### src/rtl/div_pkg.sv
// Shared types and constants for the shift/subtract divider.
package div_pkg;

  localparam int DIV_WIDTH = 8;

  function automatic int div_cnt_w(input int w);
    return $clog2(w + 1);
  endfunction

  localparam int DIV_CNT_W = div_cnt_w(DIV_WIDTH);

  typedef enum logic [1:0] {
    IDLE,
    CALC,
    DONE
  } div_state_e;

endpackage

### src/rtl/div_step.sv
// One restoring-division step: shift in the next dividend bit, subtract if it fits.
module div_step #(
  parameter int WIDTH = 8
) (
  input  logic [WIDTH-1:0] rem_i,
  input  logic             bit_i,
  input  logic [WIDTH-1:0] divisor_i,
  output logic [WIDTH-1:0] rem_o,
  output logic             q_bit_o
);

  // One extra bit keeps the carry when the shifted remainder exceeds 2^WIDTH-1.
  logic [WIDTH:0] shifted;

  assign shifted = {rem_i, bit_i};
  assign q_bit_o = (shifted >= {1'b0, divisor_i});
  assign rem_o   = WIDTH'(q_bit_o ? (shifted - {1'b0, divisor_i}) : shifted);

endmodule

### src/rtl/divider_8bit_shift_sub.sv
// Sequential restoring divider, one quotient bit per clock, start/done handshake.
// Define DIVIDER_SIGNED_EN for two's-complement operands (truncating division).
module divider_8bit_shift_sub
  import div_pkg::*;
#(
  parameter int WIDTH = DIV_WIDTH
) (
  input  logic             clk,
  input  logic             rst,
  input  logic             start,
  input  logic [WIDTH-1:0] dividend,
  input  logic [WIDTH-1:0] divisor,
  output logic [WIDTH-1:0] quotient,
  output logic [WIDTH-1:0] remainder,
  output logic             done,
  output logic             busy,
  output logic             div_by_zero
);

  localparam int CNT_W = div_cnt_w(WIDTH);
  localparam logic [CNT_W-1:0] LAST_STEP = CNT_W'(WIDTH - 1);

  div_state_e       state_q;
  logic [WIDTH-1:0] dvd_q;
  logic [WIDTH-1:0] dsr_q;
  logic [WIDTH-1:0] rem_q;
  logic [CNT_W-1:0] count_q;
  logic [WIDTH-1:0] quotient_q;
  logic [WIDTH-1:0] remainder_q;
  logic             done_q;
  logic             busy_q;
  logic             dbz_q;

  logic [WIDTH-1:0] step_rem;
  logic             step_qbit;
  logic [WIDTH-1:0] quo_fin;
  logic [WIDTH-1:0] quo_res_d;
  logic [WIDTH-1:0] rem_res_d;
  logic [WIDTH-1:0] dvd_load_d;
  logic [WIDTH-1:0] dsr_load_d;

  div_step #(.WIDTH(WIDTH)) u_step (
    .rem_i     (rem_q),
    .bit_i     (dvd_q[WIDTH-1]),
    .divisor_i (dsr_q),
    .rem_o     (step_rem),
    .q_bit_o   (step_qbit)
  );

  // Quotient bits are shifted into the dividend register as its bits are consumed.
  assign quo_fin = {dvd_q[WIDTH-2:0], step_qbit};

`ifdef DIVIDER_SIGNED_EN
  logic neg_quo_q;
  logic neg_rem_q;

  assign dvd_load_d = dividend[WIDTH-1] ? WIDTH'(-dividend) : dividend;
  assign dsr_load_d = divisor[WIDTH-1]  ? WIDTH'(-divisor)  : divisor;
  assign quo_res_d  = neg_quo_q ? WIDTH'(-quo_fin)  : quo_fin;
  assign rem_res_d  = neg_rem_q ? WIDTH'(-step_rem) : step_rem;

  always_ff @(posedge clk or negedge rst) begin
    if (!rst) begin
      neg_quo_q <= 1'b0;
      neg_rem_q <= 1'b0;
    end else if (state_q == IDLE && start) begin
      neg_quo_q <= dividend[WIDTH-1] ^ divisor[WIDTH-1];
      neg_rem_q <= dividend[WIDTH-1];
    end
  end
`else
  assign dvd_load_d = dividend;
  assign dsr_load_d = divisor;
  assign quo_res_d  = quo_fin;
  assign rem_res_d  = step_rem;
`endif

  always_ff @(posedge clk or negedge rst) begin
    if (!rst) begin
      state_q     <= IDLE;
      dvd_q       <= '0;
      dsr_q       <= '0;
      rem_q       <= '0;
      count_q     <= '0;
      quotient_q  <= '0;
      remainder_q <= '0;
      done_q      <= 1'b0;
      busy_q      <= 1'b0;
      dbz_q       <= 1'b0;
    end else begin
      case (state_q)
        IDLE: begin
          if (start) begin
            dvd_q   <= dvd_load_d;
            dsr_q   <= dsr_load_d;
            rem_q   <= '0;
            count_q <= '0;
            if (divisor == '0) begin
              quotient_q  <= '1;
              remainder_q <= dividend;
              dbz_q       <= 1'b1;
              done_q      <= 1'b1;
              state_q     <= DONE;
            end else begin
              dbz_q   <= 1'b0;
              busy_q  <= 1'b1;
              state_q <= CALC;
            end
          end
        end
        CALC: begin
          rem_q   <= step_rem;
          dvd_q   <= quo_fin;
          count_q <= count_q + CNT_W'(1);
          if (count_q == LAST_STEP) begin
            quotient_q  <= quo_res_d;
            remainder_q <= rem_res_d;
            dbz_q       <= 1'b0;
            done_q      <= 1'b1;
            busy_q      <= 1'b0;
            state_q     <= DONE;
          end
        end
        DONE: begin
          done_q  <= 1'b0;
          state_q <= IDLE;
        end
        default: state_q <= IDLE;
      endcase
    end
  end

  assign quotient    = quotient_q;
  assign remainder   = remainder_q;
  assign done        = done_q;
  assign busy        = busy_q;
  assign div_by_zero = dbz_q;

endmodule

### config.mk
export PLATFORM = sky130hd
export DESIGN_NAME = divider_8bit_shift_sub
export DESIGN_NICKNAME = d
export VERILOG_FILES = /design/src/rtl/div_pkg.sv /design/src/rtl/div_step.sv /design/src/rtl/divider_8bit_shift_sub.sv
export SDC_FILE = /design/constraint.sdc
export NUM_CORES = 1
export LEC_CHECK = 0
export ABC_CLOCK_PERIOD_IN_PS = 7220
export BUFFER_PORTS_ARGS = -buffer_cell sky130_fd_sc_hd__buf_2
export CAP_MARGIN = 20
export CORE_MARGIN = 4
export CORE_UTILIZATION = 40
export CTS_BUF_LIST = sky130_fd_sc_hd__clkbuf_16
export DETAILED_ROUTE_END_ITERATION = 7
export SLEW_MARGIN = 20
export SYNTH_ARGS = -nofsm -noshare
export SYNTH_HDL_FRONTEND = slang
export SYNTH_HIERARCHICAL = 1
export SYNTH_SLANG_ARGS = --single-unit
### constraint.sdc
create_clock -name clk -period 7.22 [get_ports clk]
set_input_delay 0.361 -clock clk [delete_from_list [all_inputs] [get_ports clk]]
set_output_delay 0.361 -clock clk [all_outputs]
set_load 0.03 [all_outputs]
==> impl_metrics.csv <==
group,metric,value,unit
logic_synthesis,synth.ff_latch_count,49,
logic_synthesis,postSynth.topFlopCell,"sky130_fd_sc_hd__dfrtp_1",
worst_setup_path,logic_depth_of_the_worst_register_to_register_path,9,
worst_setup_path,regToRegStartpoint,"rem_q[5]",
cells_and_area,total_inserted_antenna_cells,0,
cells_and_area,design_area,0.00347,sq mm
floorplan,die_outline_area,0.00911,sq mm
power_and_ir_drop,clock_power_share,0.178,
sta,slew-limit-headroom,0.394,
detailed_routing,drt_wl_total,7200,microns
worst_setup_path,worst-setup-path-type,"reg -> reg",
logic_synthesis,syn-mean-instance-area,9.47,sq um
sta,finalHoldViolCount,0,
worst_setup_path,r2r_setup_slack,4.27,ns
detailed_routing,drt.antenna.violating_nets,0,
worst_setup_path,crit_path_end_kind,"flop",
logic_synthesis,combined_area_of_all_synthesized_cells,0.00306,sq mm
sta,worst-slew-pin-transition,0.904,ns
grt,grt_max_degree,50,
outcome,run_status,"completed",
detailed_routing,detailedRoute.firstPassIterationCount,4,
placed_design,port-buffer-count,37,
placed_design,place.gp.congestion,0.799,
clock_tree,cts_max_level,2,
worst_setup_path,timing.rr.end,"remainder[1]",
clock_tree,ctsResizeCount,0,
hold_path,min-delay-path-class,"in -> async",
sta,crit_path_time_final,2.95,ns
logic_synthesis,synth-async-reset-ratio,1.00,
logic_synthesis,synth-edff-count,0,
sta,timing.clock.skew,0.00560,ns
placed_design,post-place-ws,4.28,ns
detailed_routing,detail_route.wl_per_cell,16.0,microns
clock_tree,clock_latency,0.28,ns
power_and_ir_drop,power.share.combinational,0.542,
grt,globalRoute.totalOverflow,0,
sta,timing.final.crit_share,0.408,
cells_and_area,layout.core_utilization,0.474,
cells_and_area,layout-area-overhead-vs-synth,13.6,%
floorplan,initial_core_util,0.417,
clock_tree,clock_sink_count,49,
power_and_ir_drop,power.static_leakage,1.60,nW
power_and_ir_drop,cell_pwr_density,486,mW/mm^2
power_and_ir_drop,netSwitchingFraction,0.432,
clock_tree,post-cts-setup-buffers,0,
grt,grt_antenna_before_repair,0,
power_and_ir_drop,seq_power_share,0.280,
grt,grt_pass1_vias,2288,
detailed_routing,drt_drc_violations_left,0,
cells_and_area,drive_above_1_share,0.202,
cells_and_area,multiInputGateArea,0.00166,sq mm
sta,maxSlewViolCount,0,
floorplan,die_height,95.4,microns
floorplan,rows,31,
logic_synthesis,unique_masters_post_synth,50,
worst_setup_path,arrival,3.15,ns
sta,final_tns_setup,0,ns
clock_tree,ctsLongestPathBuffers,2,
logic_synthesis,synth_cells,323,
power_and_ir_drop,switchingPower,0.729,mW
clock_tree,clock-root-buffer,"sky130_fd_sc_hd__clkbuf_16",
sta,setup_violations,0,
logic_synthesis,synth.yosys.seq_area_share,0.401,
detailed_routing,num_vias,2522,
worst_setup_path,crit_path_start_kind,"flop",
detailed_routing,detail_route.vias_per_cell,5.60,
grt,global_router_s_overall_resource_usage,0.164,
sta,fin_ws,4.27,ns
placed_design,placement.cell_area,0.00328,sq mm
power_and_ir_drop,p_int,0.960,mW
placed_design,dp.final_hpwl,5160,microns
floorplan,num_io_pins,38,
cells_and_area,fin_nets,382,
floorplan,fp.dieW,95.4,microns
clock_tree,cts.hold.buffers_added,0,
worst_setup_path,critPathRequiredTime,7.42,ns
logic_synthesis,mappedNetlistNets,355,
sta,max_freq,0.339,GHz
floorplan,core_area,0.00733,sq mm
sta,unrepaired_setup_endpoints_after_global_routing,"no",
sta,worst_hold_slack_across_all_endpoints,0.187,ns
detailed_routing,first_iter_violations,168,
clock_tree,clkSlewWorstSetupHoldPaths,0.07,ns
clock_tree,cts_made_buffers,5,
power_and_ir_drop,vdd.ir_drop.worst,0.283,mV
cells_and_area,fillerInstances,703,
grt,grt_first_pass_wirelength,11700,microns
worst_setup_path,worst-path-max-fanout,9,
clock_tree,tritoncts,"done",
logic_synthesis,synth-warning-count,6,
flow_run,maxCapViolations,0,
cells_and_area,register_area,0.00123,sq mm
-- through the flow --
| step | std cells | power, mW |
|---|---|---|
| finish | 450 | 1.69 |
| global route | 450 | 1.82 |
| CTS | 450 | 1.70 |
| detailed placement | 442 | 1.39 |
| global placement | 442 | 1.38 |
| floorplan | 323 | 1.19 |
-- power groups by stage --
stage          Clock, mW  Sequential (mW)  Combinational (mW)
2_1_floorplan          0            0.550               0.641
3_3_place_gp           0            0.474               0.902
4_1_cts            0.308            0.474               0.918
5_1_grt            0.318            0.488                1.02
6_report           0.301            0.473               0.915
3_5_place_dp           0            0.478               0.913
-- cell type report --
| type | instances | area share |
|---|---|---|
| well taps | 99 | 0.0357 |
| multi-input cells | 235 | 0.476 |
| clock buffers | 5 | 0.0360 |
| clock inverters | 3 | 0.0187 |
| repair buffers | 40 | 0.0598 |
| flip-flops and latches | 49 | 0.353 |
| inverters | 19 | 0.0205 |
-- how the worst max path moves through the flow --
| stage | start | end | cells after the start |
|---|---|---|---|
| 6_report | rem_q[5] | remainder[1] | 9 |
| 5_1_grt | rem_q[5] | remainder[1] | 9 |
| 3_5_place_dp | rem_q[5] | remainder[7] | 9 |
| 4_1_cts | rem_q[5] | remainder[7] | 9 |
| 3_3_place_gp | rem_q[5] | remainder[7] | 9 |
| 2_1_floorplan | rem_q[5] | remainder[7] | 10 |
-- state kept, by name, indices dropped and copies added, names as in the netlist --
register,flops
busy,1
quotient,8
done,1
state_q,2
remainder,8
dvd_q,8
dsr_q,8
div_by_zero,1
count_q,4
rem_q,8
-- cells by family (layout without fill, tap and decap cells) --
family | Yosys count | count (layout) | share of synthesized area
buffers and inverters | 39 | 67 | 0.0577
XOR/XNOR | 3 | 3 | 0.00859
adder cells (fa/ha/maj) | 13 | 13 | 0.0556
AO/OA/AOI/OAI | 78 | 78 | 0.179
AND/OR/NAND/NOR | 115 | 115 | 0.199
flip-flops | 49 | 49 | 0.401
multiplexers | 26 | 26 | 0.0986
-- Yosys cell counts, types with 2 or more instances --
cell type | count | area share
sky130_fd_sc_hd__dfrtp_1 | 49 | 0.40
sky130_fd_sc_hd__nand2_1 | 25 | 0.031
sky130_fd_sc_hd__o21ai_0 | 23 | 0.038
sky130_fd_sc_hd__inv_1 | 19 | 0.023
sky130_fd_sc_hd__nor2_1 | 16 | 0.020
sky130_fd_sc_hd__clkbuf_1 | 14 | 0.017
sky130_fd_sc_hd__nand3_1 | 14 | 0.023
sky130_fd_sc_hd__ha_1 | 12 | 0.049
sky130_fd_sc_hd__mux2i_1 | 11 | 0.036
sky130_fd_sc_hd__nor3_1 | 11 | 0.018
sky130_fd_sc_hd__a22o_1 | 9 | 0.026
sky130_fd_sc_hd__mux2_2 | 9 | 0.033
sky130_fd_sc_hd__nor4_1 | 8 | 0.016
sky130_fd_sc_hd__or3_1 | 8 | 0.016
sky130_fd_sc_hd__a21oi_1 | 7 | 0.011
sky130_fd_sc_hd__nand2b_1 | 7 | 0.014
sky130_fd_sc_hd__a31oi_1 | 6 | 0.012
sky130_fd_sc_hd__and2_1 | 6 | 0.012
sky130_fd_sc_hd__and3_1 | 6 | 0.012
sky130_fd_sc_hd__mux2_4 | 6 | 0.029
sky130_fd_sc_hd__o211ai_1 | 5 | 0.012
sky130_fd_sc_hd__o31ai_1 | 5 | 0.012
sky130_fd_sc_hd__buf_6 | 4 | 0.015
sky130_fd_sc_hd__a32oi_1 | 3 | 0.0086
sky130_fd_sc_hd__o31a_1 | 3 | 0.0086
sky130_fd_sc_hd__or4_1 | 3 | 0.0074
sky130_fd_sc_hd__xnor2_1 | 3 | 0.0086
sky130_fd_sc_hd__a21o_1 | 2 | 0.0049
sky130_fd_sc_hd__buf_1 | 2 | 0.0025
sky130_fd_sc_hd__nand3b_1 | 2 | 0.0049
sky130_fd_sc_hd__nand4_1 | 2 | 0.0041
sky130_fd_sc_hd__nor2b_1 | 2 | 0.0041
sky130_fd_sc_hd__o21a_1 | 2 | 0.0049
sky130_fd_sc_hd__o22ai_1 | 2 | 0.0041
sky130_fd_sc_hd__or4_4 | 2 | 0.0074
-- placed cells by master, fill, tap and decap left out, types with 2 or more instances in the layout --
cell / synthesis / routed
sky130_fd_sc_hd__dfrtp_1: 49 / 49
sky130_fd_sc_hd__buf_2: 0 / 37
sky130_fd_sc_hd__nand2_1: 25 / 25
sky130_fd_sc_hd__o21ai_0: 23 / 23
sky130_fd_sc_hd__inv_1: 19 / 19
sky130_fd_sc_hd__nor2_1: 16 / 16
sky130_fd_sc_hd__nand3_1: 14 / 14
sky130_fd_sc_hd__ha_1: 12 / 12
sky130_fd_sc_hd__nor3_1: 11 / 11
sky130_fd_sc_hd__mux2i_1: 11 / 11
sky130_fd_sc_hd__mux2_2: 9 / 9
sky130_fd_sc_hd__a22o_1: 9 / 9
sky130_fd_sc_hd__nor4_1: 8 / 8
sky130_fd_sc_hd__or3_1: 8 / 8
sky130_fd_sc_hd__a21oi_1: 7 / 7
sky130_fd_sc_hd__nand2b_1: 7 / 7
sky130_fd_sc_hd__and2_1: 6 / 6
sky130_fd_sc_hd__a31oi_1: 6 / 6
sky130_fd_sc_hd__and3_1: 6 / 6
sky130_fd_sc_hd__mux2_4: 6 / 6
sky130_fd_sc_hd__o31ai_1: 5 / 5
sky130_fd_sc_hd__o211ai_1: 5 / 5
sky130_fd_sc_hd__clkbuf_16: 0 / 5
sky130_fd_sc_hd__o31a_1: 3 / 3
sky130_fd_sc_hd__or4_1: 3 / 3
sky130_fd_sc_hd__a32oi_1: 3 / 3
sky130_fd_sc_hd__buf_4: 0 / 3
sky130_fd_sc_hd__xnor2_1: 3 / 3
sky130_fd_sc_hd__nor2b_1: 2 / 2
sky130_fd_sc_hd__nand4_1: 2 / 2
sky130_fd_sc_hd__nand3b_1: 2 / 2
sky130_fd_sc_hd__or4_4: 2 / 2
sky130_fd_sc_hd__o22ai_1: 2 / 2
sky130_fd_sc_hd__bufinv_16: 0 / 2
sky130_fd_sc_hd__a21o_1: 2 / 2
sky130_fd_sc_hd__o21a_1: 2 / 2
-- routing by layer --
metal  part of all wire  vias to the layer above  GRT usage
li1                   -                     1241          -
met1               0.51                     1228      0.250
met2               0.45                       47      0.245
met3              0.031                        6     0.0284
met4             0.0054                        0     0.0320
met5                  0                        -          0
-- worst max-delay path, cell delays in order (launching register included) --
cell	delay, ns
sky130_fd_sc_hd__dfrtp_1	0.41
sky130_fd_sc_hd__ha_1	0.38
sky130_fd_sc_hd__a21o_1	0.23
sky130_fd_sc_hd__a2111oi_2	0.36
sky130_fd_sc_hd__o21a_1	0.49
sky130_fd_sc_hd__mux2i_1	0.48
sky130_fd_sc_hd__nand3_1	0.11
sky130_fd_sc_hd__nor4_1	0.20
sky130_fd_sc_hd__o31ai_1	0.11
sky130_fd_sc_hd__o211ai_1	0.10
Note: power is estimated with default switching activity, not from simulation.
